==> src/rtl/mips_muldiv.sv <==
// Multi-cycle MIPS multiply/divide unit owning the architectural HI/LO registers.
// MULT/MULTU run through a MUL_CYCLES product pipeline; DIV/DIVU use restoring division plus a sign-fix cycle.
module mips_muldiv #(
  parameter int unsigned MUL_CYCLES = 2,
  parameter int unsigned DIV_ITER   = 32
) (
  input  logic        clk,
  input  logic        rst,
  input  logic        md_start,
  input  logic [2:0]  md_op,
  input  logic [31:0] md_op_x,
  input  logic [31:0] md_op_y,
  output logic        md_busy,
  output logic [31:0] md_hi,
  output logic [31:0] md_lo
);

  localparam logic [1:0] ST_IDLE = 2'd0;
  localparam logic [1:0] ST_MUL  = 2'd1;
  localparam logic [1:0] ST_DIV  = 2'd2;
  localparam logic [1:0] ST_FIX  = 2'd3;

  localparam int unsigned CNT_MAX = (MUL_CYCLES > DIV_ITER) ? MUL_CYCLES : DIV_ITER;
  localparam int unsigned CNT_W   = $clog2(CNT_MAX + 1);

  logic [1:0]       state, state_nxt;
  logic             busy_nxt;
  logic [31:0]      hi_nxt, lo_nxt;
  logic [CNT_W-1:0] cnt, cnt_nxt;
  logic [63:0]      mul_pipe [MUL_CYCLES];
  logic [63:0]      mul_pipe_nxt [MUL_CYCLES];
  logic [31:0]      rem, rem_nxt, quot, quot_nxt;
  logic [31:0]      dvsr, dvsr_nxt, dvnd, dvnd_nxt;
  logic             q_neg, q_neg_nxt, r_neg, r_neg_nxt, dz, dz_nxt;

  logic             sgn_c;
  logic [63:0]      sx_c, sy_c, prod_c;
  logic [32:0]      trial_c;
  logic [31:0]      ax_c, ay_c;

  // Operand conditioning shared by multiply and divide acceptance
  always_comb begin
    sgn_c   = ~md_op[0];
    sx_c    = {{32{sgn_c & md_op_x[31]}}, md_op_x};
    sy_c    = {{32{sgn_c & md_op_y[31]}}, md_op_y};
    prod_c  = sx_c * sy_c;
    ax_c    = (sgn_c && md_op_x[31]) ? 32'(-md_op_x) : md_op_x;
    ay_c    = (sgn_c && md_op_y[31]) ? 32'(-md_op_y) : md_op_y;
    trial_c = {rem, quot[31]} - {1'b0, dvsr};
  end

  // Next-state and datapath update
  always_comb begin
    state_nxt = state;
    busy_nxt  = md_busy;
    hi_nxt    = md_hi;
    lo_nxt    = md_lo;
    cnt_nxt   = cnt;
    rem_nxt   = rem;
    quot_nxt  = quot;
    dvsr_nxt  = dvsr;
    dvnd_nxt  = dvnd;
    q_neg_nxt = q_neg;
    r_neg_nxt = r_neg;
    dz_nxt    = dz;
    mul_pipe_nxt[0] = mul_pipe[0];
    for (int unsigned i = 1; i < MUL_CYCLES; i++) mul_pipe_nxt[i] = mul_pipe[i-1];

    case (state)
      ST_IDLE: begin
        if (md_start) begin
          case (md_op)
            3'b000, 3'b001: begin
              state_nxt       = ST_MUL;
              busy_nxt        = 1'b1;
              cnt_nxt         = '0;
              mul_pipe_nxt[0] = prod_c;
            end
            3'b010, 3'b011: begin
              state_nxt = ST_DIV;
              busy_nxt  = 1'b1;
              cnt_nxt   = '0;
              rem_nxt   = '0;
              quot_nxt  = ax_c;
              dvsr_nxt  = ay_c;
              dvnd_nxt  = md_op_x;
              q_neg_nxt = sgn_c & (md_op_x[31] ^ md_op_y[31]);
              r_neg_nxt = sgn_c & md_op_x[31];
              dz_nxt    = (md_op_y == 32'd0);
            end
            3'b100:  hi_nxt = md_op_x;
            3'b101:  lo_nxt = md_op_x;
            default: ;
          endcase
        end
      end
      ST_MUL: begin
        cnt_nxt = cnt + CNT_W'(1);
        if (cnt == CNT_W'(MUL_CYCLES - 1)) begin
          {hi_nxt, lo_nxt} = mul_pipe[MUL_CYCLES-1];
          busy_nxt         = 1'b0;
          state_nxt        = ST_IDLE;
        end
      end
      ST_DIV: begin
        // Remainder stays below the divisor, so the 33-bit trial never overflows
        cnt_nxt = cnt + CNT_W'(1);
        if (!trial_c[32]) begin
          rem_nxt  = trial_c[31:0];
          quot_nxt = {quot[30:0], 1'b1};
        end else begin
          rem_nxt  = {rem[30:0], quot[31]};
          quot_nxt = {quot[30:0], 1'b0};
        end
        if (cnt == CNT_W'(DIV_ITER - 1)) state_nxt = ST_FIX;
      end
      ST_FIX: begin
        // Divide-by-zero bypasses sign correction: LO all ones, HI the raw dividend
        lo_nxt    = dz ? 32'hFFFF_FFFF : (q_neg ? 32'(-quot) : quot);
        hi_nxt    = dz ? dvnd : (r_neg ? 32'(-rem) : rem);
        busy_nxt  = 1'b0;
        state_nxt = ST_IDLE;
      end
      default: state_nxt = ST_IDLE;
    endcase
  end

  always_ff @(posedge clk) begin
    if (rst) begin
      state   <= ST_IDLE;
      md_busy <= 1'b0;
      md_hi   <= '0;
      md_lo   <= '0;
      cnt     <= '0;
      rem     <= '0;
      quot    <= '0;
      dvsr    <= '0;
      dvnd    <= '0;
      q_neg   <= 1'b0;
      r_neg   <= 1'b0;
      dz      <= 1'b0;
      for (int unsigned i = 0; i < MUL_CYCLES; i++) mul_pipe[i] <= '0;
    end else begin
      state   <= state_nxt;
      md_busy <= busy_nxt;
      md_hi   <= hi_nxt;
      md_lo   <= lo_nxt;
      cnt     <= cnt_nxt;
      rem     <= rem_nxt;
      quot    <= quot_nxt;
      dvsr    <= dvsr_nxt;
      dvnd    <= dvnd_nxt;
      q_neg   <= q_neg_nxt;
      r_neg   <= r_neg_nxt;
      dz      <= dz_nxt;
      for (int unsigned i = 0; i < MUL_CYCLES; i++) mul_pipe[i] <= mul_pipe_nxt[i];
    end
  end

endmodule

==> config.mk <==
export PLATFORM = sky130hd
export DESIGN_NAME = mips_muldiv
export DESIGN_NICKNAME = d
export VERILOG_FILES = /design/src/rtl/mips_muldiv.sv
export SDC_FILE = /design/constraint.sdc
export NUM_CORES = 2
export LEC_CHECK = 0
export CELL_PAD_IN_SITES_DETAIL_PLACEMENT = 1
export CELL_PAD_IN_SITES_GLOBAL_PLACEMENT = 2
export CORE_ASPECT_RATIO = 1.1
export CORE_MARGIN = 10
export CORE_UTILIZATION = 35
export DETAILED_ROUTE_END_ITERATION = 16
export GPL_ROUTABILITY_DRIVEN = 0
export GPL_TIMING_DRIVEN = 0
export PLACE_DENSITY_LB_ADDON = 0.1
export SYNTH_ARGS = -nofsm -noshare
export SYNTH_HDL_FRONTEND = slang
export SYNTH_SLANG_ARGS = --single-unit
==> constraint.sdc <==
create_clock -name clk -period 15.95 [get_ports clk]
set_clock_uncertainty 0.1 [all_clocks]
set_input_delay 4.785 -clock clk [delete_from_list [all_inputs] [get_ports clk]]
set_output_delay 4.785 -clock clk [all_outputs]
set_load 0.02 [all_outputs]
==> results.md <==
- Critical-path maximum fanout: 10
- Failing checks: max-capacitance violations, max-slew violations
- Unique masters post-synth: 75
- Most frequent cells in the layout: inv_1 (1,146), fa_1 (1,124), nand2_1 (1,112)
- Vias in the first global route: 49,800
- # setup viols final: 0
- Syn Inst Count: 6,336
- Row count: 152
- I/O pins: 135
- Mean Syn Cell Area: 8.64 sq um
- DR vias: 45,800
- Post-DP HPWL: 215,000 um
- Final antenna-violating net count: 0
- Core area: 156,000 sq um
- Htree depth: 1
- Final worst path period share: 98.3%
- Top_reg_cell synth: dfxtp_1
- Post-synth top area share: 41.2%
- Area growth syn-to-layout: 9.06%
- CP top delay family: adder cells
- Total Routing Usage GR: 29.8%
- Die Width: 397 um
- Hold WS: 355 ps
- Top Usage Layer GRT: met2
- Layout cells sized above 1: 1.75%
- Crit Reg-Reg Startpoint: quot[31]
- Met3 GRT Util: 2.86%
- CTS tree: built
- CP endpoint kind: flop
- DR pass1 iterations: 7
- Critical path's most frequent cell: fa_1
- Clk Tree Root Cell: clkbuf_16
- Outcome: finished with violations
- Top cells by area, synth: fa_1 (41%), dfxtp_1 (12%), inv_1 (7.9%)
- Slowest cell on crit path: clkdlybuf4s50_1
- CP arrival: 16,090 ps
- RSZ-0062 raised after global routing: no
- Startpoint Class: input pin
- First-pass GRT wire length: 368,000 um
- Hold Startpoint: mul_pipe[0][2]
- Syn Std Cell Area: 54,700 sq um
- Final TNS setup: 0 ps
- GR Overflow Total: 0
- DRT iter0 DRCs: 3,035
- Syn nets: 7,788
- Routed wire length per instance: 30.4 um
- Clk_lat worst skew: 650 ps
- Asr flop ratio synth: 0%
- Largest net degree at the start of global routing: 25
- Ys Warns: 0
- Grt met2 use: 52.0%
- Relative slew slack: -5.54%
- Drt via density: 5.33
- Post-synthesis register bit count: 332
- Starting Density: 35.1%
- TritonCTS sink count: 332
- Layout Nets: 7,931
- Slowest Stage Delay on Critical Path: 840 ps
- Sequential area share after synthesis: 12.1%
- CP Class: in2reg
- Final hold violations: 0
- Inserted Clock Buffers: 31
- HP Class: reg2reg
- Clk pin slew, worst setup/hold paths: 80 ps
- Max_cap viols: 9
- Tmin final: 15,680 ps
- Crit path required time: 16,370 ps
- Initial antenna violation count: 23
- Fill cells: 18,300
- Port buffer count: 105
- Synth area leader: fa_1
- Max-slew violations: 88
- Worst Setup SP: md_op_x[31]
- Longest Clk Path Bufs: 3
- Fmax: 0.0638 GHz
- CP bufs+invs: 10
- Most common cell after layout, fill and taps aside: inv_1
- Grt met1 use: 35.5%
- DRC errors left: 0
- Wirelength, routed: 261,000 um
- Number of flops mapped to enable cells by yosys: 0
- Worst-margin pin slew: 1580 ps
- Die footprint: 173,000 sq um
- Die span in y: 435 um
-- final timing paths --
check | end | slack (ps) | depth (start not counted)
worst max-delay path | mul_pipe[0][59] | 270 | 31
worst min-delay path | mul_pipe[0][66] | 360 | 1
worst max register to register | rem[21] | 10870 | 13
worst min register to register | mul_pipe[0][66] | 360 | 1
-- synth_stat cells (all sizes together), types with 17 or more instances --
master and n:
nor4 17, clkbuf 356, ha 256, a21oi 275, o21ai 248, a22oi 30
or3 22, nand3 32, nor2b 81, or4 19, nand2b 23, fa 1126
buf 68, nor2 197, inv 1148, a221oi 27, xnor2 121, xor2 93
a21o 42, o31ai 42, nor3 29, a211oi 48, nand2 1112, a311oi 30
and2 352, a31oi 20, dfxtp 332
-- registers in the layout (all words and copies together) (netlist names), 2 cells and up --
signal	count
dvsr	32
state	2
quot	32
cnt	6
md_hi	32
rem	32
md_lo	32
dvnd	32
mul_pipe	128
-- layout make-up --
class	instances	area [sq um]	area share, %
inverters	1148	4320	7.23
clock buffers	40	850	1.42
clock inverters	17	262	0.438
repair buffers	111	1140	1.91
flip-flops and latches	332	6650	11.1
plain buffers	423	1630	2.73
multi-input cells	4432	42200	70.7
well taps	2079	2600	4.36
diodes	19	47.5	0.0797
-- cell families after synthesis --
family | count (synthesis) | share of synthesized area [%]
AOI/OAI and AO/OA | 889 | 10.1
xor gates and xnor gates | 214 | 3.43
adders and majority gates | 1382 | 47.1
buffers and inverters | 1572 | 10.8
DFF | 332 | 12.1
muxes | 14 | 0.256
and+or+nand+nor | 1933 | 16.2
-- per-layer routing --
layer | vias up | wire [um]
li1 | 19700 | -
met1 | 24300 | 102000
met2 | 1415 | 128000
met3 | 462 | 12000
met4 | 6 | 18900
met5 | - | 46
-- through the flow --
| stage | setup WS, ps | std cells | instance area [sq um] | util [%] |
|---|---|---|---|---|
| after global placement | -3240 | 8520 | 58400 | 37.5 |
| final | 271 | 8601 | 59700 | 38.3 |
| after detailed placement | -2080 | 8525 | 58500 | 37.6 |
| after floorplan | 3030 | 6336 | 54700 | - |
| after CTS | 9.42 | 8582 | 59600 | 38.3 |
| after global routing | 44.8 | 8582 | 59600 | 38.3 |
-- what timing repair did --
item | CTS | global route
buffers inserted | 0 | 1
pin swaps | 1 | 1
endpoints found under the hold margin | 0 | 0
hold buffers | 0 | 0
setup endpoints to repair | 15 | 2
gates resized for setup | 7 | 1
Power is left out: the tool's default activity adds up to more than one toggle a clock period on the data nets, which glitch-free logic cannot reach.
